--- src/rtl/gshare_pht_if.sv ---
// Fetch/execute-side signal bundle between the pipeline (master) and the
// gshare direction predictor (slave).
interface gshare_pht_if;
   logic [31:0] pc_i;
   logic [31:0] btb_target_i;
   logic        btb_jumphit_i;
   logic        btb_branchhit_i;
   logic        branch_e_i;
   logic        taken_e_i;
   logic        predict_taken_o;
   logic [31:0] predict_target_o;
   logic        mispredict_e_o;
   logic        PHTincrement_o;

   modport master (
      output pc_i, btb_target_i, btb_jumphit_i, btb_branchhit_i, branch_e_i, taken_e_i,
      input  predict_taken_o, predict_target_o, mispredict_e_o, PHTincrement_o
   );

   modport slave (
      input  pc_i, btb_target_i, btb_jumphit_i, btb_branchhit_i, branch_e_i, taken_e_i,
      output predict_taken_o, predict_target_o, mispredict_e_o, PHTincrement_o
   );
endinterface

--- src/rtl/gshare_pht.sv ---
// Gshare direction predictor behind the BTB: fetch-stage prediction, f->d->e
// tracking of the prediction, and non-speculative training at execute.
module gshare_pht #(
   parameter int NUM_PHT_ENTRIES = 64,
   parameter int GHR_BITS        = 6
) (
   input  logic                clk,
   input  logic                reset_i,
   gshare_pht_if.slave         bus,
   input  logic                stall_i,
   input  logic                flush_i,
   output logic [GHR_BITS-1:0] ghr_o
);
   localparam int LOG2_PHT = $clog2(NUM_PHT_ENTRIES);

   typedef logic [LOG2_PHT-1:0] idx_t;
   typedef struct packed {
      idx_t idx;
      logic pred;
   } trk_t;

   logic [1:0]          pht [NUM_PHT_ENTRIES];
   logic [GHR_BITS-1:0] ghr;
   logic [GHR_BITS:0]   ghr_shift;
   logic [2:1]          vld_pipe;  // [1] decode, [2] execute; fetch is always valid
   trk_t                trk_f, trk_d, trk_e;
   idx_t                idx_f;
   logic [1:0]          ctr_f, ctr_e, ctr_nxt;
   logic                update_e;

   // ---------------- fetch ----------------
   assign idx_f = bus.pc_i[LOG2_PHT+1:2] ^ idx_t'(ghr);
   assign ctr_f = pht[idx_f];

   assign bus.predict_taken_o  = bus.btb_jumphit_i | (bus.btb_branchhit_i & ctr_f[1]);
   assign bus.predict_target_o = bus.predict_taken_o ? bus.btb_target_i : bus.pc_i + 32'd4;

   assign trk_f.idx  = idx_f;
   assign trk_f.pred = bus.btb_branchhit_i & ctr_f[1];

   // ---------------- tracking pipeline ----------------
   always_ff @(posedge clk or posedge reset_i) begin
      if (reset_i) begin
         vld_pipe <= '0;
         trk_d    <= '0;
         trk_e    <= '0;
      end else if (flush_i) begin
         vld_pipe <= '0;
      end else if (!stall_i) begin
         vld_pipe <= {vld_pipe[1], 1'b1};
         trk_d    <= trk_f;
         trk_e    <= trk_d;
      end
   end

   // ---------------- execute ----------------
   assign update_e           = bus.branch_e_i & vld_pipe[2] & !stall_i;
   assign bus.mispredict_e_o = bus.branch_e_i & vld_pipe[2] & (trk_e.pred ^ bus.taken_e_i);
   // Level held through stalls so the BTB write condition stays stable.
   assign bus.PHTincrement_o = bus.branch_e_i & vld_pipe[2] & bus.taken_e_i;

   assign ctr_e     = pht[trk_e.idx];
   assign ghr_shift = {ghr, bus.taken_e_i};

   always_comb begin
      ctr_nxt = ctr_e;
      if (bus.taken_e_i) begin
         if (ctr_e != 2'b11) ctr_nxt = ctr_e + 2'b01;
      end else begin
         if (ctr_e != 2'b00) ctr_nxt = ctr_e - 2'b01;
      end
   end

   // Writes land at the edge, so a same-cycle fetch read of this entry sees the old value.
   always_ff @(posedge clk or posedge reset_i) begin
      if (reset_i) begin
         for (int i = 0; i < NUM_PHT_ENTRIES; i++) pht[i] <= 2'b01;
         ghr <= '0;
      end else if (update_e) begin
         pht[trk_e.idx] <= ctr_nxt;
         ghr            <= ghr_shift[GHR_BITS-1:0];
      end
   end

   assign ghr_o = ghr;
endmodule

--- src/flat_wrapper.sv ---
// flat-port wrapper written by rule: the top's interface ports become plain ports
module gshare_pht_flat 
#(
   parameter int NUM_PHT_ENTRIES = 64,
   parameter int GHR_BITS        = 6
)
  (clk, reset_i, stall_i, flush_i, ghr_o, bus_pc_i, bus_btb_target_i, bus_btb_jumphit_i, bus_btb_branchhit_i, bus_branch_e_i, bus_taken_e_i, bus_predict_taken_o, bus_predict_target_o, bus_mispredict_e_o, bus_PHTincrement_o);
  gshare_pht_if bus_i ();
  input  logic clk;
  input  logic reset_i;
  input  logic stall_i;
  input  logic flush_i;
  output logic [GHR_BITS-1:0] ghr_o;
  input wire logic [$bits(bus_i.pc_i)-1:0] bus_pc_i;
  input wire logic [$bits(bus_i.btb_target_i)-1:0] bus_btb_target_i;
  input wire logic [$bits(bus_i.btb_jumphit_i)-1:0] bus_btb_jumphit_i;
  input wire logic [$bits(bus_i.btb_branchhit_i)-1:0] bus_btb_branchhit_i;
  input wire logic [$bits(bus_i.branch_e_i)-1:0] bus_branch_e_i;
  input wire logic [$bits(bus_i.taken_e_i)-1:0] bus_taken_e_i;
  output wire logic [$bits(bus_i.predict_taken_o)-1:0] bus_predict_taken_o;
  output wire logic [$bits(bus_i.predict_target_o)-1:0] bus_predict_target_o;
  output wire logic [$bits(bus_i.mispredict_e_o)-1:0] bus_mispredict_e_o;
  output wire logic [$bits(bus_i.PHTincrement_o)-1:0] bus_PHTincrement_o;
  assign bus_i.pc_i = bus_pc_i;
  assign bus_i.btb_target_i = bus_btb_target_i;
  assign bus_i.btb_jumphit_i = bus_btb_jumphit_i;
  assign bus_i.btb_branchhit_i = bus_btb_branchhit_i;
  assign bus_i.branch_e_i = bus_branch_e_i;
  assign bus_i.taken_e_i = bus_taken_e_i;
  assign bus_predict_taken_o = bus_i.predict_taken_o;
  assign bus_predict_target_o = bus_i.predict_target_o;
  assign bus_mispredict_e_o = bus_i.mispredict_e_o;
  assign bus_PHTincrement_o = bus_i.PHTincrement_o;
  gshare_pht #(.NUM_PHT_ENTRIES(NUM_PHT_ENTRIES), .GHR_BITS(GHR_BITS)) u_core (.clk(clk), .reset_i(reset_i), .bus(bus_i), .stall_i(stall_i), .flush_i(flush_i), .ghr_o(ghr_o));
endmodule
--- config.mk ---
export PLATFORM = sky130hd
export DESIGN_NAME = gshare_pht_flat
export DESIGN_NICKNAME = d
export VERILOG_FILES = /design/src/rtl/gshare_pht_if.sv /design/src/rtl/gshare_pht.sv /design/src/flat_wrapper.sv
export SDC_FILE = /design/constraint.sdc
export NUM_CORES = 1
export LEC_CHECK = 0
export ABC_AREA = 0
export BUFFER_PORTS_ARGS = -buffer_cell sky130_fd_sc_hd__buf_2
export CAP_MARGIN = 10
export CORE_MARGIN = 2
export CORE_UTILIZATION = 25
export DETAILED_ROUTE_END_ITERATION = 7
export PLACE_DENSITY = 0.47
export SYNTH_ARGS = -nofsm -noshare
export SYNTH_HDL_FRONTEND = slang
export SYNTH_SLANG_ARGS = --single-unit
--- constraint.sdc ---
create_clock -name clk -period 12.45 [get_ports clk]
set_clock_uncertainty 0.05 [all_clocks]
set_input_delay 2.49 -clock clk [delete_from_list [all_inputs] [get_ports clk]]
set_output_delay 2.49 -clock clk [all_outputs]
set_load 0.02 [all_outputs]
==> metrics.yaml <==
p_seq_share_pct: 38.3
synth.avg_cell_area_um2: 10.97
p_int_uw: 1012
area_growth_pct: 18.56
most-common-layout-cells: "112 x buf_2, 110 x nor2_1, 83 x dfrtp_1"
async_reset_ff_share_pct: 100.0
grt_use_met3_pct: 2.699
coreArea_um2: 34460
vias: 6486
grt_pass1_wl_mm: 39.44
clkSinkCount: 150
clock_power_share_pct: 39.8
die_area_um2: 36500
startpoint_type: "primary input"
grt_max_degree: 80
drive_above_1_share_pct: 41.17
drv_slew: 0
wl_per_cell_um: 18.34
power_per_cell_area_nw_per_um2: 139.8
nNetsFinal: 966
ctsResizeCount: 0
netlist_area_um2: 8746
timing_hold_violations_final: 0
antenna_found_initial: 0
ys_ff_latch: 150
yosysWarnings: 0
setup_violations: 0
drt-total-wl_mm: 24.96
p_sw_uw: 437.5
drv_cap: 0
clk_latency_ns: 0.43
first_pass_iters: 4
tightest_slew_ns: 1.143
p_comb_share_pct: 21.9
grt_util_all_layers_pct: 14.19
die_h_um: 191.0
rsz0062_at_grt: "false"
synthCells: 797
seqCellArea_um2: 3837
multiInputGateArea_um2: 4627
cts-root-buf: "clkbuf_16"
cp.arrival_ns: 5.62
max_clock_freq_mhz: 122.5
synth_top_area_share_pct: 24.61
crit_type: "in -> out"
htreeDepth: 4
relSlewSlack_pct: 23.82
clock_path_buffers: 2
synth_fp_nets: 870
vdd_drop_max_mv: 0.08920
row_count: 68
p_total_uw: 1450
critPathMaxFanout: 33
hold_class: "reg -> reg"
worstSetupEndpointType: "output port"
run_status: "finished, final reports clean"
ys_types: 53
switching_share_pct: 30.17
cts_post_setup_buffers_inserted: 0
grt_use_met1_pct: 18.58
use_met2_pct: 23.94
synth_top_area_cell: "dfrtp_1"
port_buffers: 112
antenna_left: 0
fin_crit_sh_pct: 65.55
fin_crit_ns: 8.161
initial_utilization_pct: 25.38
busiest_layer: "met2"
hold_buffers: 0
leakagePower_uw: 0.004367
finalSetupTns_ns: 0
die_x_um: 191.0
synth_edf_count: 0
ys_top_cells_by_area: "dfrtp_1 25%, dfstp_2 19%, mux2_2 9.8%"
fill_cells: 3555
layout_commonest_cell: "buf_2"
grt_overflow: 0
cts_tree: "built"
drcViolationCount: 0
via_per_inst: 4.766
cp.required_ns: 9.91
placed_area_um2: 9712
gp_congestion: 0.7936
num_antenna_cells: 0
numCtsBuffers: 17
hpwlAfterDp_mm: 17.25
ys_seq_area_share_pct: 43.83
grt_pass1_vias: 6644
path_clk_slew_ns: 0.06
ioPinCount: 113
synth_ff_type: "dfrtp_1"
drt_iter0_drc: 439
stdcell_area_um2: 10370
final timing paths:
check                           startpoint                 endpoint  slack (ns)  cells past startpoint
setup / recovery               bus_pc_i[4]  bus_predict_target_o[1]        4.29                     10
hold / removal             u_core.trk_d[2]          u_core.trk_e[2]        0.44                      2
setup reg to reg           u_core.trk_e[3]           u_core.pht[14]        8.36                      8
hold reg to reg            u_core.trk_d[2]          u_core.trk_e[2]        0.44                      2
max in group asynchronous          reset_i           u_core.pht[25]        8.73                      3
min in group asynchronous          reset_i           u_core.pht[81]        2.13                      2
metrics by stage:
step / utilization, % / hold WS (ns) / instances / worst slack, ns
CTS: 30.09 / 0.4419 / 1361 / 4.263
floorplan: - / 0.4005 / 797 / 5.048
finish: 30.09 / 0.4425 / 1361 / 4.289
global route: 30.09 / 0.4676 / 1361 / 4.099
global placement: 28.18 / 0.4177 / 1329 / 4.298
detailed placement: 28.18 / 0.4280 / 1329 / 4.279
worst max-delay path, cell delays in order:
cell and delay [ns]:
buf_2 0.18, xor2_4 0.67, mux4_2 0.42, mux2i_1 0.20
o22a_1 0.21, nand3_1 0.18, a31oi_4 0.21, buf_4 0.48
mux2_2 0.40, buf_2 0.16
flip-flops by register name, summed over array words and instances, names as in the netlist:
| signal | flops |
|---|---|
| u_core.ghr_o | 6 |
| u_core.pht | 128 |
| u_core.trk_d | 7 |
| u_core.trk_e | 7 |
| u_core.vld_pipe | 2 |
final cells by class:
| class | instances | area share, % |
|---|---|---|
| flip-flops and latches | 150 | 37.01 |
| inverters | 10 | 0.4103 |
| clock buffers | 20 | 4.404 |
| repair buffers | 122 | 6.130 |
| well taps | 455 | 5.491 |
| multi-input cells | 592 | 44.62 |
| clock inverters | 12 | 1.931 |
synth_stat cells, types with 3 or more instances:
cell type and instances:
a211oi_1 3, a21oi_1 54, and3_1 12, and4_1 3, buf_2 21, buf_4 6, buf_6 4, clkbuf_1 13
dfrtp_1 86, dfstp_2 64, inv_1 10, mux2_2 76, mux2_4 28, mux2i_1 24, mux4_2 37, nand2_1 78
nand3_1 34, nand3b_1 7, nand4_1 6, nor2_1 110, nor3_1 7, o211ai_1 4, o21ai_0 32, o22ai_1 3
xnor2_1 24, xor2_1 13
power by group through the flow:
stage,logic (µW),clock network [µW],registers (µW)
CTS,321,589,556
global route,345,611,561
detailed placement,320,0,563
finish,317,577,556
floorplan,235,0,550
global placement,320,0,562
per-layer routing:
metal,routed length [µm],up-vias,share of wire (%)
li1,-,3057,-
met1,11060,3209,44
met2,12010,195,48
met3,1475,25,5.9
met4,409,0,1.6
met5,0,-,0
logic make-up after synthesis:
group | Yosys count | synth area share, %
AO/OA/AOI/OAI | 110 | 7.339
XOR/XNOR | 38 | 4.020
adder cells (fa/ha/maj) | 3 | 0.4005
buffers and inverters | 55 | 3.262
flip-flops | 150 | 43.83
multiplexers | 165 | 26.87
AND/OR/NAND/NOR | 276 | 14.28
No activity file was read; power rests on OpenSTA's default activity.
